`config.mk`:
```
export PLATFORM = sky130hd
export DESIGN_NAME = dom_indep_mul_dup
export DESIGN_NICKNAME = d
export VERILOG_FILES = /design/src/rtl/dom_indep_mul_dup_pkg.sv /design/src/rtl/dom_indep_mul_dup_core.sv /design/src/rtl/dom_indep_mul_dup.sv
export SDC_FILE = /design/constraint.sdc
export NUM_CORES = 1
export LEC_CHECK = 0
export CAP_MARGIN = 5
export CORE_MARGIN = 2
export CORE_UTILIZATION = 29
export CTS_CLUSTER_DIAMETER = 200
export DETAILED_ROUTE_END_ITERATION = 12
export GPL_TIMING_DRIVEN = 0
export PLACE_DENSITY = 0.61
export SLEW_MARGIN = 20
export SYNTH_ARGS = -nofsm -noshare
export SYNTH_HDL_FRONTEND = slang
export SYNTH_SLANG_ARGS = --single-unit
export TNS_END_PERCENT = 100
```
`constraint.sdc`:
```
create_clock -name clk -period 1.83 [get_ports clk]
set_input_delay 0.366 -clock clk [delete_from_list [all_inputs] [get_ports clk]]
set_output_delay 0.366 -clock clk [all_outputs]
set_load 0.1 [all_outputs]
```
`src/rtl/dom_indep_mul_dup_pkg.sv`:
```
// Shared index helpers for the duplicated DOM-independent masked AND.
// Pair, cross-term and share-slice arithmetic lives here so both banks agree.
package dom_indep_mul_dup_pkg;

  function automatic int n_rand(input int order);
    return ((order + 1) * order) / 2;
  endfunction

  // Lexicographic index of the unordered pair {i,j}; (j,i) maps to the same word.
  function automatic int pair_idx(input int i, input int j, input int n);
    int lo;
    int hi;
    lo = (i < j) ? i : j;
    hi = (i < j) ? j : i;
    return lo * n - (lo * (lo + 1)) / 2 + (hi - lo - 1);
  endfunction

  // Dense slot of ordered cross term q_ij (i != j) with the diagonal skipped.
  function automatic int cross_idx(input int i, input int j, input int n);
    return i * (n - 1) + ((j < i) ? j : j - 1);
  endfunction

  function automatic int share_lsb(input int i, input int width);
    return i * width;
  endfunction

endpackage

```
`src/rtl/dom_indep_mul_dup_core.sv`:
```
// One resharing bank: stage-1 inner/cross product registers and the stage-2
// compression XOR trees (combinational, registered by the top level).
module dom_indep_mul_dup_core
  import dom_indep_mul_dup_pkg::*;
#(
  parameter int ORDER = 1,
  parameter int WIDTH = 1
) (
  input  logic                              clk,
  input  logic                              rst,
  input  logic                              cap,
  input  logic [(ORDER+1)*WIDTH-1:0]        in_a,
  input  logic [(ORDER+1)*WIDTH-1:0]        in_b,
  input  logic [n_rand(ORDER)*WIDTH-1:0]    in_r,
  output logic [(ORDER+1)*WIDTH-1:0]        c_next
);

  localparam int N  = ORDER + 1;
  localparam int NQ = N * (N - 1);

  logic [N*WIDTH-1:0]  p_q;
  logic [NQ*WIDTH-1:0] q_q;
  logic [WIDTH-1:0]    acc;

  // Inner terms are registered with the cross terms so every share settles together.
  always_ff @(posedge clk) begin
    if (rst) begin
      p_q <= '0;
      q_q <= '0;
    end else if (cap) begin
      for (int i = 0; i < N; i++) begin
        p_q[share_lsb(i, WIDTH) +: WIDTH] <=
          in_a[share_lsb(i, WIDTH) +: WIDTH] & in_b[share_lsb(i, WIDTH) +: WIDTH];
        for (int j = 0; j < N; j++) begin
          if (j != i) begin
            q_q[share_lsb(cross_idx(i, j, N), WIDTH) +: WIDTH] <=
              (in_a[share_lsb(i, WIDTH) +: WIDTH] & in_b[share_lsb(j, WIDTH) +: WIDTH])
              ^ in_r[share_lsb(pair_idx(i, j, N), WIDTH) +: WIDTH];
          end
        end
      end
    end
  end

  always_comb begin
    c_next = '0;
    acc    = '0;
    for (int i = 0; i < N; i++) begin
      acc = p_q[share_lsb(i, WIDTH) +: WIDTH];
      for (int j = 0; j < N; j++) begin
        if (j != i) begin
          acc = acc ^ q_q[share_lsb(cross_idx(i, j, N), WIDTH) +: WIDTH];
        end
      end
      c_next[share_lsb(i, WIDTH) +: WIDTH] = acc;
    end
  end

endmodule

```
`src/rtl/dom_indep_mul_dup.sv`:
```
// d-th order DOM-independent masked AND with a fully duplicated resharing bank;
// the banks are compared at stage 2 to raise a fault pulse, sticky flag and count.
module dom_indep_mul_dup
  import dom_indep_mul_dup_pkg::*;
#(
  parameter int ORDER  = 1,
  parameter int WIDTH  = 1,
  parameter int FCNT_W = 8
) (
  input  logic                              clk,
  input  logic                              rst,
  input  logic                              in_valid,
  input  logic [(ORDER+1)*WIDTH-1:0]        in_a,
  input  logic [(ORDER+1)*WIDTH-1:0]        in_b,
  input  logic [n_rand(ORDER)*WIDTH-1:0]    in_r,
  input  logic                              fault_clr,
  output logic                              out_valid,
  output logic [(ORDER+1)*WIDTH-1:0]        out_c,
  output logic                              fault,
  output logic                              fault_sticky,
  output logic [FCNT_W-1:0]                 fault_cnt
);

  localparam int N = ORDER + 1;
  localparam logic [FCNT_W-1:0] CNT_MAX = '1;

  // Valid semantics: in_valid qualifies in_a/in_b/in_r for exactly one cycle;
  // there is no ready, every accepted op emerges with out_valid two cycles later.
  logic               v1;
  logic [N*WIDTH-1:0] c_pri;
  logic [N*WIDTH-1:0] c_dup;

  dom_indep_mul_dup_core #(.ORDER(ORDER), .WIDTH(WIDTH)) u_pri (
    .clk    (clk),
    .rst    (rst),
    .cap    (in_valid),
    .in_a   (in_a),
    .in_b   (in_b),
    .in_r   (in_r),
    .c_next (c_pri)
  );

  // The duplicate must survive synthesis as a separate bank or the check is void.
  (* keep_hierarchy = "yes", dont_touch = "true" *)
  dom_indep_mul_dup_core #(.ORDER(ORDER), .WIDTH(WIDTH)) u_dup (
    .clk    (clk),
    .rst    (rst),
    .cap    (in_valid),
    .in_a   (in_a),
    .in_b   (in_b),
    .in_r   (in_r),
    .c_next (c_dup)
  );

  always_ff @(posedge clk) begin
    if (rst) begin
      v1        <= 1'b0;
      out_valid <= 1'b0;
      out_c     <= '0;
      fault     <= 1'b0;
    end else begin
      v1        <= in_valid;
      out_valid <= v1;
      fault     <= v1 && (c_pri != c_dup);
      if (v1) begin
        out_c <= c_pri;
      end
    end
  end

  // Clear has priority over a coincident pulse, which is then dropped.
  always_ff @(posedge clk) begin
    if (rst || fault_clr) begin
      fault_sticky <= 1'b0;
      fault_cnt    <= '0;
    end else if (fault) begin
      fault_sticky <= 1'b1;
      if (fault_cnt != CNT_MAX) begin
        fault_cnt <= fault_cnt + 1'b1;
      end
    end
  end

endmodule

```
==> out/qor.log <==
qor: sta.finalCriticalPeriod 1.71 ns
qor: cells_and_area.finalCoreUtilization 39.8%
qor: cts.post_cts_clock_slew_at_the_launch_and_capture_registers_of_the_worst_setup_and_hold_paths 0.11 ns
qor: cts.clock_latency_on_the_worst_skew_pair 0.30 ns
qor: place.detailed_place_hpwl 1490 um
qor: grt.grt_first_pass_wirelength 3330 um
qor: detailed_routing.wirelength 1950 um
qor: die.die_width 63.4 um
qor: yosys.syn-num-nets 119
qor: yosys.synth_seq_area_share 43.1%
qor: power.ir_drop 329 uV
qor: cts.hold_buffers 0
qor: detailed_routing.route.detailed.wl_per_inst 10.9 um
qor: yosys.synth_cell_type_count 33
qor: detailed_routing.vias_per_cell 4.69
qor: cts.library_cell_used_as_clock_root_buffer sky130_fd_sc_hd__clkbuf_4
qor: yosys.ys.warnings.count 0
qor: sta.setup_viol 0
qor: die.floorplan.initialDensity 30.4%
qor: grt.number_of_antenna_violations_at_the_first_check_in_global_routing 0
qor: cells_and_area.synthToLayoutAreaGrowth 30.8%
qor: worst_setup_path.worst_r2r_setup_slack 0.37 ns
qor: sta.post-route-period-util 93.4%
qor: power.report.power.total 874 uW
qor: yosys.proportion_of_synthesized_flip_flops_having_asynchronous_set_or_reset 0%
qor: grt.grt_start_max_net_pins 12
qor: place.port-buffer-count 21
qor: cts.cts_buffer_depth 2
qor: worst_setup_path.critical_path_arrival 1.34 ns
qor: yosys.yosysTopAreaCell sky130_fd_sc_hd__dfxtp_1
qor: yosys.post_synth_inst_count 109
qor: die.floorplan.rows 21
qor: worst_setup_path.critical_path.slowest_cell sky130_fd_sc_hd__clkdlybuf4s15_2
qor: yosys.mappedNetlistArea 0.00102 mm2
qor: worst_hold_path.timing.hold.worst.class register to register
qor: grt.overflow 0
qor: worst_setup_path.critPathRequiredTime 1.46 ns
qor: die.die_y 63.4 um
qor: detailed_routing.vias 840
qor: grt.groute.usage.overall 10.3%
qor: cts.tritoncts_num_sinks 22
qor: yosys.post-synth-top-area-fraction 43.1%
qor: yosys.yosys-top-cells-area sky130_fd_sc_hd__dfxtp_1 (43%), sky130_fd_sc_hd__xor2_1 (5.1%), sky130_fd_sc_hd__nand2_1 (4.4%), sky130_fd_sc_hd__a21oi_1 (3.9%), sky130_fd_sc_hd__mux2i_1 (3.9%)
qor: cells_and_area.fin_nets 145
qor: outcome.status completed
qor: power.power.density 654 mW/mm2
qor: sta.report.final.slew_viol_count 0
qor: cts.ctsHtreeMaxLevel 1
qor: worst_setup_path.criticalPathCategory register to output port
qor: worst_setup_path.critical_path_buf_inv_count 1
qor: yosys.postSynthAreaPerCell 9.38 um2
qor: die.floorplan.die_area 0.00402 mm2
qor: detailed_routing.ant_nets 0
qor: sta.finClkSkew 0.00767 ns
qor: place.gp_congestion 0.774
qor: grt.first_global_vias 807
qor: die.core 0.00336 mm2
qor: power.cellLeakagePower 0.487 nW
qor: cts.tritoncts done
qor: yosys.synth-edff-count 0
qor: cells_and_area.layout-drive-gt1-share 24.8%
qor: cells_and_area.fillerInstances 374
qor: detailed_routing.drt_iter0_markers 43
qor: worst_setup_path.path_delay_family buffers and inverters
qor: sta.unrepaired_setup_endpoints_after_global_routing no
qor: sta.final_hold_viol_count 0
qor: sta.fin_setup_tns 0 ns
qor: sta.worst_slew_pin_slew 0.548 ns
qor: sta.fmax 585 MHz
qor: yosys.ys_dominant_reg_cell sky130_fd_sc_hd__dfxtp_1
qor: cells_and_area.antenna-diode-count 0
qor: worst_setup_path.worst-path-max-fanout 7
qor: detailed_routing.remaining_drc_errors 0
qor: detailed_routing.drtPass1Iterations 4
qor: worst_setup_path.crit_path_cell_trace clkdlybuf4s15_2
qor: worst_setup_path.cp_slowest_stage_delay 0.59 ns
qor: die.ios 22
qor: sta.worst_slew_margin_rel 63.6%
qor: cts.cts-buffers-inserted 3
qor: yosys.yosys_register_bits 22
qor: run.drv.max_cap_violation_count 0
qor: worst_setup_path.worst_setup_path_start_kind register
qor: worst_setup_path.critPathCaptureType output port
-- path summary, 6_finish.rpt --
check,start,end,cells after the start
worst max register to register,fault_cnt[0],fault_cnt[6],4
worst max-delay path,fault_cnt[7],fault_cnt[7],1
worst min register to register,fault_sticky,fault_sticky,2
worst min-delay path,fault_sticky,fault_sticky,2
-- area by class of cell --
class                   instances  area [um2]  area share (%)
multi-input cells              82         558            41.7
flip-flops and latches         22         449            33.6
repair buffers                 21         226            16.9
well taps                      46        57.6            4.30
clock buffers                   3        22.5            1.68
plain buffers                   4        20.0            1.50
inverters                       1        3.75           0.281
-- synthesized netlist by cell type (2+ instances only) --
master,count
sky130_fd_sc_hd__a21oi_1,8
sky130_fd_sc_hd__mux2i_1,4
sky130_fd_sc_hd__dfxtp_1,22
sky130_fd_sc_hd__o211a_1,2
sky130_fd_sc_hd__nor2_1,9
sky130_fd_sc_hd__nand4_1,2
sky130_fd_sc_hd__nand3_2,2
sky130_fd_sc_hd__and4_1,3
sky130_fd_sc_hd__a211oi_1,4
sky130_fd_sc_hd__nand2_1,12
sky130_fd_sc_hd__nand3_1,4
sky130_fd_sc_hd__nor2b_1,3
sky130_fd_sc_hd__a2111oi_2,2
sky130_fd_sc_hd__xnor2_1,2
sky130_fd_sc_hd__nand2b_1,4
sky130_fd_sc_hd__or3_1,3
sky130_fd_sc_hd__clkbuf_1,2
sky130_fd_sc_hd__xor2_1,6
-- state kept, by name (all words and copies together), names as in the netlist --
name,flops
fault_cnt,8
out_c,2
u_dup/p_q,2
u_dup/q_q,2
u_pri.p_q,2
u_pri.q_q,2
fault,1
fault_sticky,1
out_valid,1
v1,1
-- cell families (layout without fill, tap and decap cells) --
logic type | after synthesis | after routing | synth area share, %
fa+ha+maj | 1 | 1 | 1.22
buf+inv | 5 | 29 | 2.33
mux | 4 | 4 | 3.92
flops | 22 | 22 | 43.1
simple gates | 49 | 49 | 27.3
xor+xnor | 8 | 8 | 6.85
compound gates | 20 | 20 | 15.3
-- worst register-to-register path, stage by stage, from the launching register on --
cell	delay (ns)
sky130_fd_sc_hd__dfxtp_2	0.38
sky130_fd_sc_hd__ha_1	0.26
sky130_fd_sc_hd__nand3_2	0.12
sky130_fd_sc_hd__or4b_1	0.48
sky130_fd_sc_hd__o211a_1	0.14
-- metrics by stage --
step	cells	cell area, um2	hold slack [ns]	setup WS [ns]
2_1_floorplan	109	1030	0.435	0.0345
3_3_place_gp	176	1300	0.453	-0.116
3_5_place_dp	176	1300	0.460	-0.112
4_1_cts	179	1340	0.490	0.109
5_1_grt	179	1340	0.504	0.0588
6_report	179	1340	0.480	0.121
-- routing by layer --
layer,global-route usage (%),part of all wire [%],vias up
li1,-,-,434
met1,12.2,45,381
met2,17.6,49,23
met3,3.21,5.4,2
met4,3.26,0.62,0
met5,0,0,-
-- where the power goes --
part / internal (mW) / leakage, nW / switching [mW]
Clock: 0.0768 / 0.0138 / 0.132
Sequential: 0.497 / 0.183 / 0.0130
Combinational: 0.0591 / 0.290 / 0.0966
-- placed cells by master, fill, tap and decap left out, types with 2 or more instances in the layout --
cell	n
sky130_fd_sc_hd__a2111oi_2	2
sky130_fd_sc_hd__a211oi_1	4
sky130_fd_sc_hd__a21oi_1	8
sky130_fd_sc_hd__and4_1	3
sky130_fd_sc_hd__clkbuf_1	2
sky130_fd_sc_hd__clkbuf_4	3
sky130_fd_sc_hd__clkdlybuf4s15_2	13
sky130_fd_sc_hd__clkdlybuf4s50_1	8
sky130_fd_sc_hd__dfxtp_1	15
sky130_fd_sc_hd__dfxtp_2	7
sky130_fd_sc_hd__mux2i_1	4
sky130_fd_sc_hd__nand2_1	12
sky130_fd_sc_hd__nand2b_1	4
sky130_fd_sc_hd__nand3_1	4
sky130_fd_sc_hd__nand3_2	2
sky130_fd_sc_hd__nand4_1	2
sky130_fd_sc_hd__nor2_1	9
sky130_fd_sc_hd__nor2b_1	3
sky130_fd_sc_hd__o211a_1	2
sky130_fd_sc_hd__or3_1	3
sky130_fd_sc_hd__xnor2_1	2
sky130_fd_sc_hd__xor2_1	6
-- what timing repair did --
action | in CTS | in global routing
endpoints found under the setup margin | 13 | 0
gates resized for setup | 39 | 0
buffers inserted | 0 | 0
(Power assumes the default switching activity.)
